`config.mk`:
```
export PLATFORM = sky130hd
export DESIGN_NAME = mem_stage_rsp_flat
export DESIGN_NICKNAME = d
export VERILOG_FILES = /design/src/rtl/mem_stage_rsp_pkg.sv /design/src/rtl/mem_stage_rsp_if.sv /design/src/rtl/mem_stage_rsp_load_align.sv /design/src/rtl/mem_stage_rsp.sv /design/src/flat_wrapper.sv
export SDC_FILE = /design/constraint.sdc
export NUM_CORES = 1
export LEC_CHECK = 0
export ABC_AREA = 0
export CORE_MARGIN = 4
export CORE_UTILIZATION = 40
export CTS_CLUSTER_SIZE = 25
export DETAILED_ROUTE_END_ITERATION = 12
export DONT_BUFFER_PORTS = 1
export SKIP_CTS_REPAIR_TIMING = 1
export SLEW_MARGIN = 20
export SYNTH_ARGS = -nofsm -noshare
export SYNTH_HDL_FRONTEND = slang
export SYNTH_SLANG_ARGS = --single-unit
```
`constraint.sdc`:
```
create_clock -name clk -period 2.2 [get_ports clk]
set_clock_uncertainty 0.05 [all_clocks]
set_input_delay 0.44 -clock clk [delete_from_list [all_inputs] [get_ports clk]]
set_output_delay 0.44 -clock clk [all_outputs]
set_load 0.02 [all_outputs]
```
`src/rtl/mem_stage_rsp_pkg.sv`:
```
// mem_stage_rsp_pkg: widths, bus layouts and state codes shared by the MEM stage.
package mem_stage_rsp_pkg;
    localparam int DW = 32;
    localparam int RF_AW = 5;
    localparam int MAX_OUTST = 2;
    localparam int CW = $clog2(MAX_OUTST + 1);
    typedef enum logic [1:0] {MEM_SIZE_B, MEM_SIZE_H, MEM_SIZE_W} mem_size_e;
    typedef enum logic [1:0] {MS_IDLE, MS_WAIT, MS_HOLD} ms_state_e;
    typedef struct packed {
        logic [DW-1:0]    pc;
        logic             load_op;
        mem_size_e        mem_size;
        logic             load_sign;
        logic [1:0]       addr_lo;
        logic             req_issued;
        logic             rf_we;
        logic [RF_AW-1:0] rf_waddr;
        logic [DW-1:0]    alu_result;
    } es2ms_t;
    typedef struct packed {
        logic [DW-1:0]    pc;
        logic             rf_we;
        logic [RF_AW-1:0] rf_waddr;
        logic [DW-1:0]    rf_wdata;
    } ms2ws_t;
    localparam int ES2MS_WD = $bits(es2ms_t);
    localparam int MS2WS_WD = $bits(ms2ws_t);
endpackage

```
`src/rtl/mem_stage_rsp_if.sv`:
```
// mem_stage_rsp_if: EX/WB/SRAM-side signals of the MEM stage; MS_LOAD_FWD_EN adds forwarding to ID.
interface mem_stage_rsp_if;
    import mem_stage_rsp_pkg::*;
    logic             flush;
    logic             ws_allowin;
    logic             ms_allowin;
    logic             es_to_ms_valid;
    es2ms_t           es_to_ms_bus;
    logic             ms_to_ws_valid;
    ms2ws_t           ms_to_ws_bus;
    logic             data_ok;
    logic [DW-1:0]    data_rdata;
    logic             ms_valid;
    logic [RF_AW-1:0] ms_rf_waddr;
`ifdef MS_LOAD_FWD_EN
    logic             ms_fwd_valid;
    logic [DW-1:0]    ms_fwd_data;
    modport master (output flush, ws_allowin, es_to_ms_valid, es_to_ms_bus, data_ok, data_rdata,
                    input ms_allowin, ms_to_ws_valid, ms_to_ws_bus, ms_valid, ms_rf_waddr, ms_fwd_valid, ms_fwd_data);
    modport slave (input flush, ws_allowin, es_to_ms_valid, es_to_ms_bus, data_ok, data_rdata,
                   output ms_allowin, ms_to_ws_valid, ms_to_ws_bus, ms_valid, ms_rf_waddr, ms_fwd_valid, ms_fwd_data);
`else
    modport master (output flush, ws_allowin, es_to_ms_valid, es_to_ms_bus, data_ok, data_rdata,
                    input ms_allowin, ms_to_ws_valid, ms_to_ws_bus, ms_valid, ms_rf_waddr);
    modport slave (input flush, ws_allowin, es_to_ms_valid, es_to_ms_bus, data_ok, data_rdata,
                   output ms_allowin, ms_to_ws_valid, ms_to_ws_bus, ms_valid, ms_rf_waddr);
`endif
endinterface

```
`src/rtl/mem_stage_rsp_load_align.sv`:
```
// ms_load_align: selects the byte/half lane of SRAM read data and sign/zero-extends it.
module ms_load_align import mem_stage_rsp_pkg::*; (
    input  logic [DW-1:0] rdata,
    input  logic [1:0]    addr_lo,
    input  mem_size_e     mem_size,
    input  logic          load_sign,
    output logic [DW-1:0] result
);
    logic [7:0]  b;
    logic [15:0] h;
    always_comb begin
        b = rdata[{addr_lo, 3'b000} +: 8];
        h = addr_lo[1] ? rdata[16 +: 16] : rdata[0 +: 16];
        result = mem_size == MEM_SIZE_B ? {{(DW-8){load_sign & b[7]}}, b} :
                 mem_size == MEM_SIZE_H ? {{(DW-16){load_sign & h[15]}}, h} : rdata;
    end
endmodule

```
`src/rtl/mem_stage_rsp.sv`:
```
// mem_stage_rsp: MEM stage waiting on variable-latency SRAM responses, with WB-stall hold and flush drop.
// Optional MS_LOAD_FWD_EN adds ms_fwd_valid/ms_fwd_data towards ID.
module mem_stage_rsp import mem_stage_rsp_pkg::*; (
    input logic clk,
    input logic reset,
    mem_stage_rsp_if.slave ms
);
    ms_state_e     state, state_nx;
    es2ms_t        r;
    logic          valid, rsp, ready_go, allowin, drop_inc, drop_dec;
    logic [CW-1:0] drop_cnt;
    logic [DW-1:0] hold_data, align_data, wdata;

    ms_load_align u_align (
        .rdata    (ms.data_rdata),
        .addr_lo  (r.addr_lo),
        .mem_size (r.mem_size),
        .load_sign(r.load_sign),
        .result   (align_data)
    );

    // A response only belongs to the held instruction once all flushed requests have drained.
    always_comb begin
        rsp = ms.data_ok && drop_cnt == '0;
        ready_go = state != MS_WAIT || rsp;
        allowin = !valid || (ready_go && ms.ws_allowin);
        drop_inc = ms.flush && valid && state == MS_WAIT && !rsp;
        drop_dec = ms.data_ok && drop_cnt != '0;
        wdata = state == MS_HOLD ? hold_data : (r.load_op && r.req_issued) ? align_data : r.alu_result;
        state_nx = ms.flush ? MS_IDLE :
                   allowin ? ((ms.es_to_ms_valid && ms.es_to_ms_bus.req_issued) ? MS_WAIT : MS_IDLE) :
                   (state == MS_WAIT && rsp) ? MS_HOLD : state;
    end

    always_ff @(posedge clk or negedge reset)
        if (!reset) state <= MS_IDLE;
        else state <= state_nx;

    always_ff @(posedge clk or negedge reset)
        if (!reset) begin
            valid <= 1'b0;
            drop_cnt <= '0;
            hold_data <= '0;
            r <= '0;
        end else begin
            valid <= ms.flush ? 1'b0 : allowin ? ms.es_to_ms_valid : valid;
            if (allowin && ms.es_to_ms_valid) r <= ms.es_to_ms_bus;
            if (state == MS_WAIT && rsp && !ms.ws_allowin) hold_data <= wdata;
            if (drop_inc && !drop_dec && drop_cnt != CW'(MAX_OUTST)) drop_cnt <= drop_cnt + 1'b1;
            else if (drop_dec && !drop_inc) drop_cnt <= drop_cnt - 1'b1;
        end

    assert property (@(posedge clk) disable iff (!reset) !(drop_inc && !drop_dec && drop_cnt == CW'(MAX_OUTST)));

    assign ms.ms_allowin = allowin;
    assign ms.ms_to_ws_valid = valid && ready_go && !ms.flush;
    assign ms.ms_to_ws_bus = {r.pc, r.rf_we, r.rf_waddr, wdata};
    assign ms.ms_valid = valid;
    assign ms.ms_rf_waddr = r.rf_waddr;
`ifdef MS_LOAD_FWD_EN
    assign ms.ms_fwd_valid = valid && ready_go && r.rf_we && !ms.flush;
    assign ms.ms_fwd_data = wdata;
`endif
endmodule

```
`src/flat_wrapper.sv`:
```
// flat-port wrapper written by rule: the top's interface ports become plain ports
module mem_stage_rsp_flat import mem_stage_rsp_pkg::*;
  (clk, reset, ms_flush, ms_ws_allowin, ms_es_to_ms_valid, ms_es_to_ms_bus, ms_data_ok, ms_data_rdata, ms_ms_allowin, ms_ms_to_ws_valid, ms_ms_to_ws_bus, ms_ms_valid, ms_ms_rf_waddr);
  mem_stage_rsp_if ms_i ();
  input logic clk;
  input logic reset;
  input wire logic [$bits(ms_i.flush)-1:0] ms_flush;
  input wire logic [$bits(ms_i.ws_allowin)-1:0] ms_ws_allowin;
  input wire logic [$bits(ms_i.es_to_ms_valid)-1:0] ms_es_to_ms_valid;
  input wire logic [$bits(ms_i.es_to_ms_bus)-1:0] ms_es_to_ms_bus;
  input wire logic [$bits(ms_i.data_ok)-1:0] ms_data_ok;
  input wire logic [$bits(ms_i.data_rdata)-1:0] ms_data_rdata;
  output wire logic [$bits(ms_i.ms_allowin)-1:0] ms_ms_allowin;
  output wire logic [$bits(ms_i.ms_to_ws_valid)-1:0] ms_ms_to_ws_valid;
  output wire logic [$bits(ms_i.ms_to_ws_bus)-1:0] ms_ms_to_ws_bus;
  output wire logic [$bits(ms_i.ms_valid)-1:0] ms_ms_valid;
  output wire logic [$bits(ms_i.ms_rf_waddr)-1:0] ms_ms_rf_waddr;
  assign ms_i.flush = ms_flush;
  assign ms_i.ws_allowin = ms_ws_allowin;
  assign ms_i.es_to_ms_valid = ms_es_to_ms_valid;
  assign ms_i.es_to_ms_bus = ms_es_to_ms_bus;
  assign ms_i.data_ok = ms_data_ok;
  assign ms_i.data_rdata = ms_data_rdata;
  assign ms_ms_allowin = ms_i.ms_allowin;
  assign ms_ms_to_ws_valid = ms_i.ms_to_ws_valid;
  assign ms_ms_to_ws_bus = ms_i.ms_to_ws_bus;
  assign ms_ms_valid = ms_i.ms_valid;
  assign ms_ms_rf_waddr = ms_i.ms_rf_waddr;
  mem_stage_rsp u_core (.clk(clk), .reset(reset), .ms(ms_i));
endmodule
```
# [After elaboration in Yosys (flattened, before gate mapping)]
# Index checks and enable logic that the tools add are counted.
[word_totals] regBits=114 in_bits=115 out_inout_bits=78 word_cells=66
[op_classes] n_addsub=2 eq_ne=5 n_shift=1 mux=13 n_bitwise=2 n_reduce_logical=30
[ops] cell="$mux 32" n=4
[ops] cell="$shiftx 32x6->8" n=1
[ops] cell="$logic_and 1x1->1" n=16
[ops] cell="$mux 16" n=1
[ops] cell="$mux 2" n=5
[ops] cell="$logic_not 1->1" n=6
[ops] cell="$reduce_bool 2->1" n=3
[ops] cell="$eq 2x1->1 const B" n=2
[ops] cell="$logic_not 2->1" n=2
[ops] cell="$mux 1" n=3
[ops] cell="$reduce_bool 3->1" n=1
[ops] cell="$add 2x1->2 const B" n=1
[ops] cell="$and 1x1->1" n=2
[ops] cell="$eq 2x2->1 const B" n=1
[ops] cell="$logic_or 1x1->1" n=2
[ops] cell="$ne 2x1->1 const B" n=1
[ops] cell="$ne 2x2->1 const B" n=1
[ops] cell="$sub 2x1->2 const B" n=1

# [Longest topological paths before layout]
[logic_depth] depth_word=8 depth_mapped=6 ltp_nobuf=4

# [Modules after synthesis]
# A second synthesis with hierarchy kept.
[hier_totals] hier_cells=582 hier_area_um2=6397.4
[modules_own_cells] mod="mem_stage_rsp" n_inst=1 cells_per_inst=447 area_per_inst_um2=5457.7 seq_area_each_um2=2852.7
[modules_own_cells] mod="ms_load_align" n_inst=1 cells_per_inst=135 area_per_inst_um2=939.7 seq_area_each_um2=0.0

# [Worst setup path before layout]
# OpenSTA, ideal clock, no wires.
[synth_timing] kind="reg-to-output" start="reg u_core.r[43] (netlist name)" end="out ms_ms_to_ws_bus[13]" arrival_time_ns=1.861 required_ns=1.710 slack_ns=-0.151 path_stages_with_launch=7 n_path_buf=2 cell_sequence="dfrtp_1 buf_2 nor2b_1 buf_2 a22o_1 a22oi_1 a221oi_1"
[synth_between] elab_chain_cells=5 elab_cells_between_ends=6 cone_classes="1 x eq/ne; 4 x mux; 1 x reduce/logical"
[synth_rtl] element="start: declaration" line="mem_stage_rsp.sv:9" text="es2ms_t r;"
[synth_rtl] element="start signal: assignment" line="mem_stage_rsp.sv:47" text="if (allowin && ms.es_to_ms_valid) r <= ms.es_to_ms_bus;"
[synth_rtl] element="$eq 2x1->1" line="mem_stage_rsp_load_align.sv:15" text="mem_size == MEM_SIZE_H ? {{(DW-16){load_sign & h[15]}}, h} : rdata;"
[synth_rtl] element="$mux 32" line="mem_stage_rsp_load_align.sv:15"
[synth_rtl] element="$mux 32 (*)" line="mem_stage_rsp_load_align.sv:14" text="result = mem_size == MEM_SIZE_B ? {{(DW-8){load_sign & b[7]}}, b} :"
[synth_rtl] element="$mux 32 (*) (2 in a row)" line="mem_stage_rsp.sv:29" text="wdata = state == MS_HOLD ? hold_data : (r.load_op && r.req_issued) ? align_data : r.alu_result;"
[synth_rtl] element="end: declaration" line="flat_wrapper.sv:15" text="output wire logic [$bits(ms_i.ms_to_ws_bus)-1:0] ms_ms_to_ws_bus;"
# Mark *: on every way between the ends. The rest lies on a longest branch, timed or not.

# [Final worst setup path]
[layout_timing] start="reg u_core.r[40] (netlist name)" end="out ms_ms_to_ws_bus[9]"
[layout_between] elab_chain_cells=5 elab_cells_between_ends=7 cone_classes="1 x shift; 5 x mux; 1 x bitwise"
[layout_rtl] element="$shiftx 32x6->8 or $mux 16 (tied branches)" line="mem_stage_rsp_load_align.sv:12, mem_stage_rsp_load_align.sv:13"
[layout_rtl] element="$and 1x1->1 or $mux 32 (tied branches)" line="mem_stage_rsp_load_align.sv:14, mem_stage_rsp_load_align.sv:15"
[layout_rtl] element="$mux 32 (*)" line="mem_stage_rsp_load_align.sv:14"
[layout_rtl] element="$mux 32 (*) (2 in a row)" line="mem_stage_rsp.sv:29"
# Marks and branches as above.

==> metrics.txt <==
status=complete, but fails checks; failing checks=hold timing, setup timing; fraction of the yosys area taken by sequential cells=46.4%; Initial Utilization=40.6%; row cnt=45; share of layout cells above drive strength 1=39.8%; WHS=-327 ps; CTS Buf Count=17; Pwr Density=999 nW/um2; cell taking the most area after synthesis=dfrtp_1; Final Hold Vio Count=114; Finished Core Util=50.8%; die height=132 um; switch share=29.6%; H-tree levels=4; pre-CTS WS=-79.3 ps; initial antenna violation count=1; filler cell count=1298; CTS tree=built; global route hottest layer=met2; Detailed Route Iter0 Violations=369; Clock power frac=39.2%; Avg Cell Area, Syn=10.6 um2; Clock Path Buffers=2; combinational power share=23.5%; synth warn=0; final worst setup slack=-392 ps; detailed placer's ending HPWL=12600 um; Setup-failing EPs final=32; dpl cell area=6460 um2; min Tclk post-route=2590 ps; GRT Util Overall=20.1%; Area contributors post-synth=dfrtp_1 46%, mux2_2 8.6%, mux2_4 7.1%; Hold Path Class=primary input to async pin; Die ar.=17400 um2; Routed WL per cell=22.7 um; Max Cap Viol=0; nets=706; post-synth top area share=46.4%; crit end category=output pin; largest family of logic cells by synthesized area=compound AO/OA/AOI/OAI gates; final std cells w/o fill=792; largest net degree at the start of global routing=115; CTS Sinks=114; met1 usage=25.4%; FFs w/ async S/R, synth=100%; overall power=7.68 mW; sequential power share=37.2%; drt pass-1 iters=5; Synth Area in Compound Gates=17.6%; multiplexer area fraction after synthesis=17.5%; WP data required=1710 ps; Slowest-stage cell, CP=dfrtp_2; Cells after Synth=580; Congestion Overflow GR=0; Psw=2.28 mW; vias in the first global route=4764; Area Overhead vs Synth=25.0%; Max-slew headroom=60.0%; DRC Markers=0; maximum vdd ir drop=0.587 mV; Largest delay share family, worst path=simple AND/OR/NAND/NOR gates; Mapped Area=6150 um2; period utilisation layout=118%; total routed wirelength=18000 um; Synth Area in XOR/XNOR=0.142%; io pins=193; Top FF cell, synth=dfrtp_1; Crit path buffers/inverters=2; WP data arrival=2100 ps; internal power=5.41 mW; CP Launch Type=flop; post-route ant nets=0; max-slew violations=0; post-synth net total=695; DR vias/cell=5.86; post-layout instance area=7690 um2; Crit Path Max Fanout=6; Post-Synth Adder-Cell Area=0%; RSZ-0062 raised after global routing=true; I/O Buffers=0; M2 GR Usage=30.9%; gpl congestion=0.857; Via Count=4641; simple-gate share of the synthesized area=9.28%; crit-path cells=mux2i_4, and3b_2, nor4_4, buf_6, a221oi_2, buf_4; root buf cell=clkbuf_16; fmax=386 MHz; P_leak=3.23 nW; delay of the slowest critical-path stage=460 ps; met3 Use GR=8.82%; core area=15100 um2; Clock Latency Late Sink=410 ps; worst slew pin tran=595 ps; placed instance count=753; WS Path Type=flop to output pin; Netlist cell types=42; Worst-path clk slew=50 ps; first-pass GRT wire length=27100 um; register bit total from synthesis=114; EDFF count, synth=0; Chip Width=132 um
[area by class of cell]
cell class | count | area, um2 | share of cell area, %
flip-flops and latches | 114 | 2860 | 37.1
repair buffers | 76 | 691 | 8.98
clock buffers | 20 | 457 | 5.94
inverters | 9 | 33.8 | 0.439
diodes | 1 | 2.50 | 0.0325
well taps | 188 | 235 | 3.06
clock inverters | 11 | 184 | 2.39
multi-input cells | 373 | 3230 | 42.0
[registers in the layout, summed over array words and instances, names as in the netlist]
| name | cells |
|---|---|
| u_core.r | 39 |
| u_core.ms.ms_rf_waddr | 5 |
| u_core.ms.ms_to_ws_bus | 33 |
| u_core.drop_cnt | 2 |
| u_core.ms.ms_valid | 1 |
| u_core.state | 2 |
| u_core.hold_data | 32 |
[final timing paths]
check / endpoint / slack [ps] / depth (start not counted) / start
min reg2reg: u_core.hold_data[24]$_DFFE_PN0P_ / 430 / 2 / u_core.hold_data[24]$_DFFE_PN0P_
max reg2reg: u_core.hold_data[11]$_DFFE_PN0P_ / 100 / 6 / u_core.r[40]$_DFFE_PN0P_
min: u_core.ms.ms_to_ws_bus[62]$_DFFE_PN0P_ / -330 / 0 / reset
max: ms_ms_to_ws_bus[9] / -390 / 6 / u_core.r[40]$_DFFE_PN0P_
max in group asynchronous: u_core.hold_data[24]$_DFFE_PN0P_ / 2210 / 0 / reset
min in group clk: u_core.ms.ms_valid$_DFFE_PN0P_ / 40 / 1 / ms_flush
[cell usage after synthesis, types with 2 or more instances]
library cell and count:
nor3b_1 3, mux2_4 29, o31ai_1 3, o211ai_1 3, buf_4 43, nor2b_1 5, o21a_1 3, a22oi_1 11
a31oi_1 5, o21ai_0 76, mux2i_1 10, inv_1 9, nor2_1 38, buf_2 13, mux2_2 47, nand2_1 51
dfrtp_1 114, buf_6 4, nor4_4 2, a21oi_1 16, nor3_1 4, a221oi_1 36, nand2b_1 4, clkbuf_1 23
and3_1 2, a22o_1 10
[per-layer routing]
metal,share of wire [%],wire length (um),vias to the layer above
met5,0,0,-
met4,2.1,385,0
met3,10,1840,29
met2,48,8570,210
met1,40,7170,2311
li1,-,-,2091
[metrics by stage]
| step | setup TNS, ps | hold WS (ps) |
|---|---|---|
| after detailed placement | -339 | 97.2 |
| after global routing | -13880 | -357 |
| after floorplan | -411 | 94.4 |
| final | -10840 | -327 |
| after CTS | -14590 | -357 |
| after global placement | -96.4 | 97.1 |
[power groups by stage]
stage / Combinational [mW] / Clock, mW / Sequential, mW
2_1_floorplan: 1.33 / 0 / 2.66
3_3_place_gp: 1.47 / 0 / 2.87
3_5_place_dp: 1.51 / 0 / 2.89
4_1_cts: 1.51 / 3.08 / 2.85
5_1_grt: 1.95 / 3.18 / 2.90
6_report: 1.81 / 3.01 / 2.86
[cell families (layout without fill, tap and decap cells)]
logic type | Yosys count | after routing
other cells | 0 | 1
compound gates | 167 | 167
simple gates | 118 | 118
flops | 114 | 114
xor+xnor | 1 | 1
buf+inv | 93 | 116
mux | 87 | 87
[placed cells by master (no fill, tap or decap), drive strengths merged, types with 2 or more instances in the layout]
cell,n
o21a,3
a31oi,5
dfrtp,114
nor2b,5
nor2,38
bufinv,5
clkbuf,20
and3,2
inv,9
buf,76
mux2i,11
a221oi,36
a22oi,11
and2,2
nor3b,5
o31ai,3
o211ai,4
clkinv,6
mux2,76
nand2b,4
nand2,51
nor4,2
a22o,10
o21ai,76
a21oi,16
nor3,4
(Power assumes the default switching activity.)
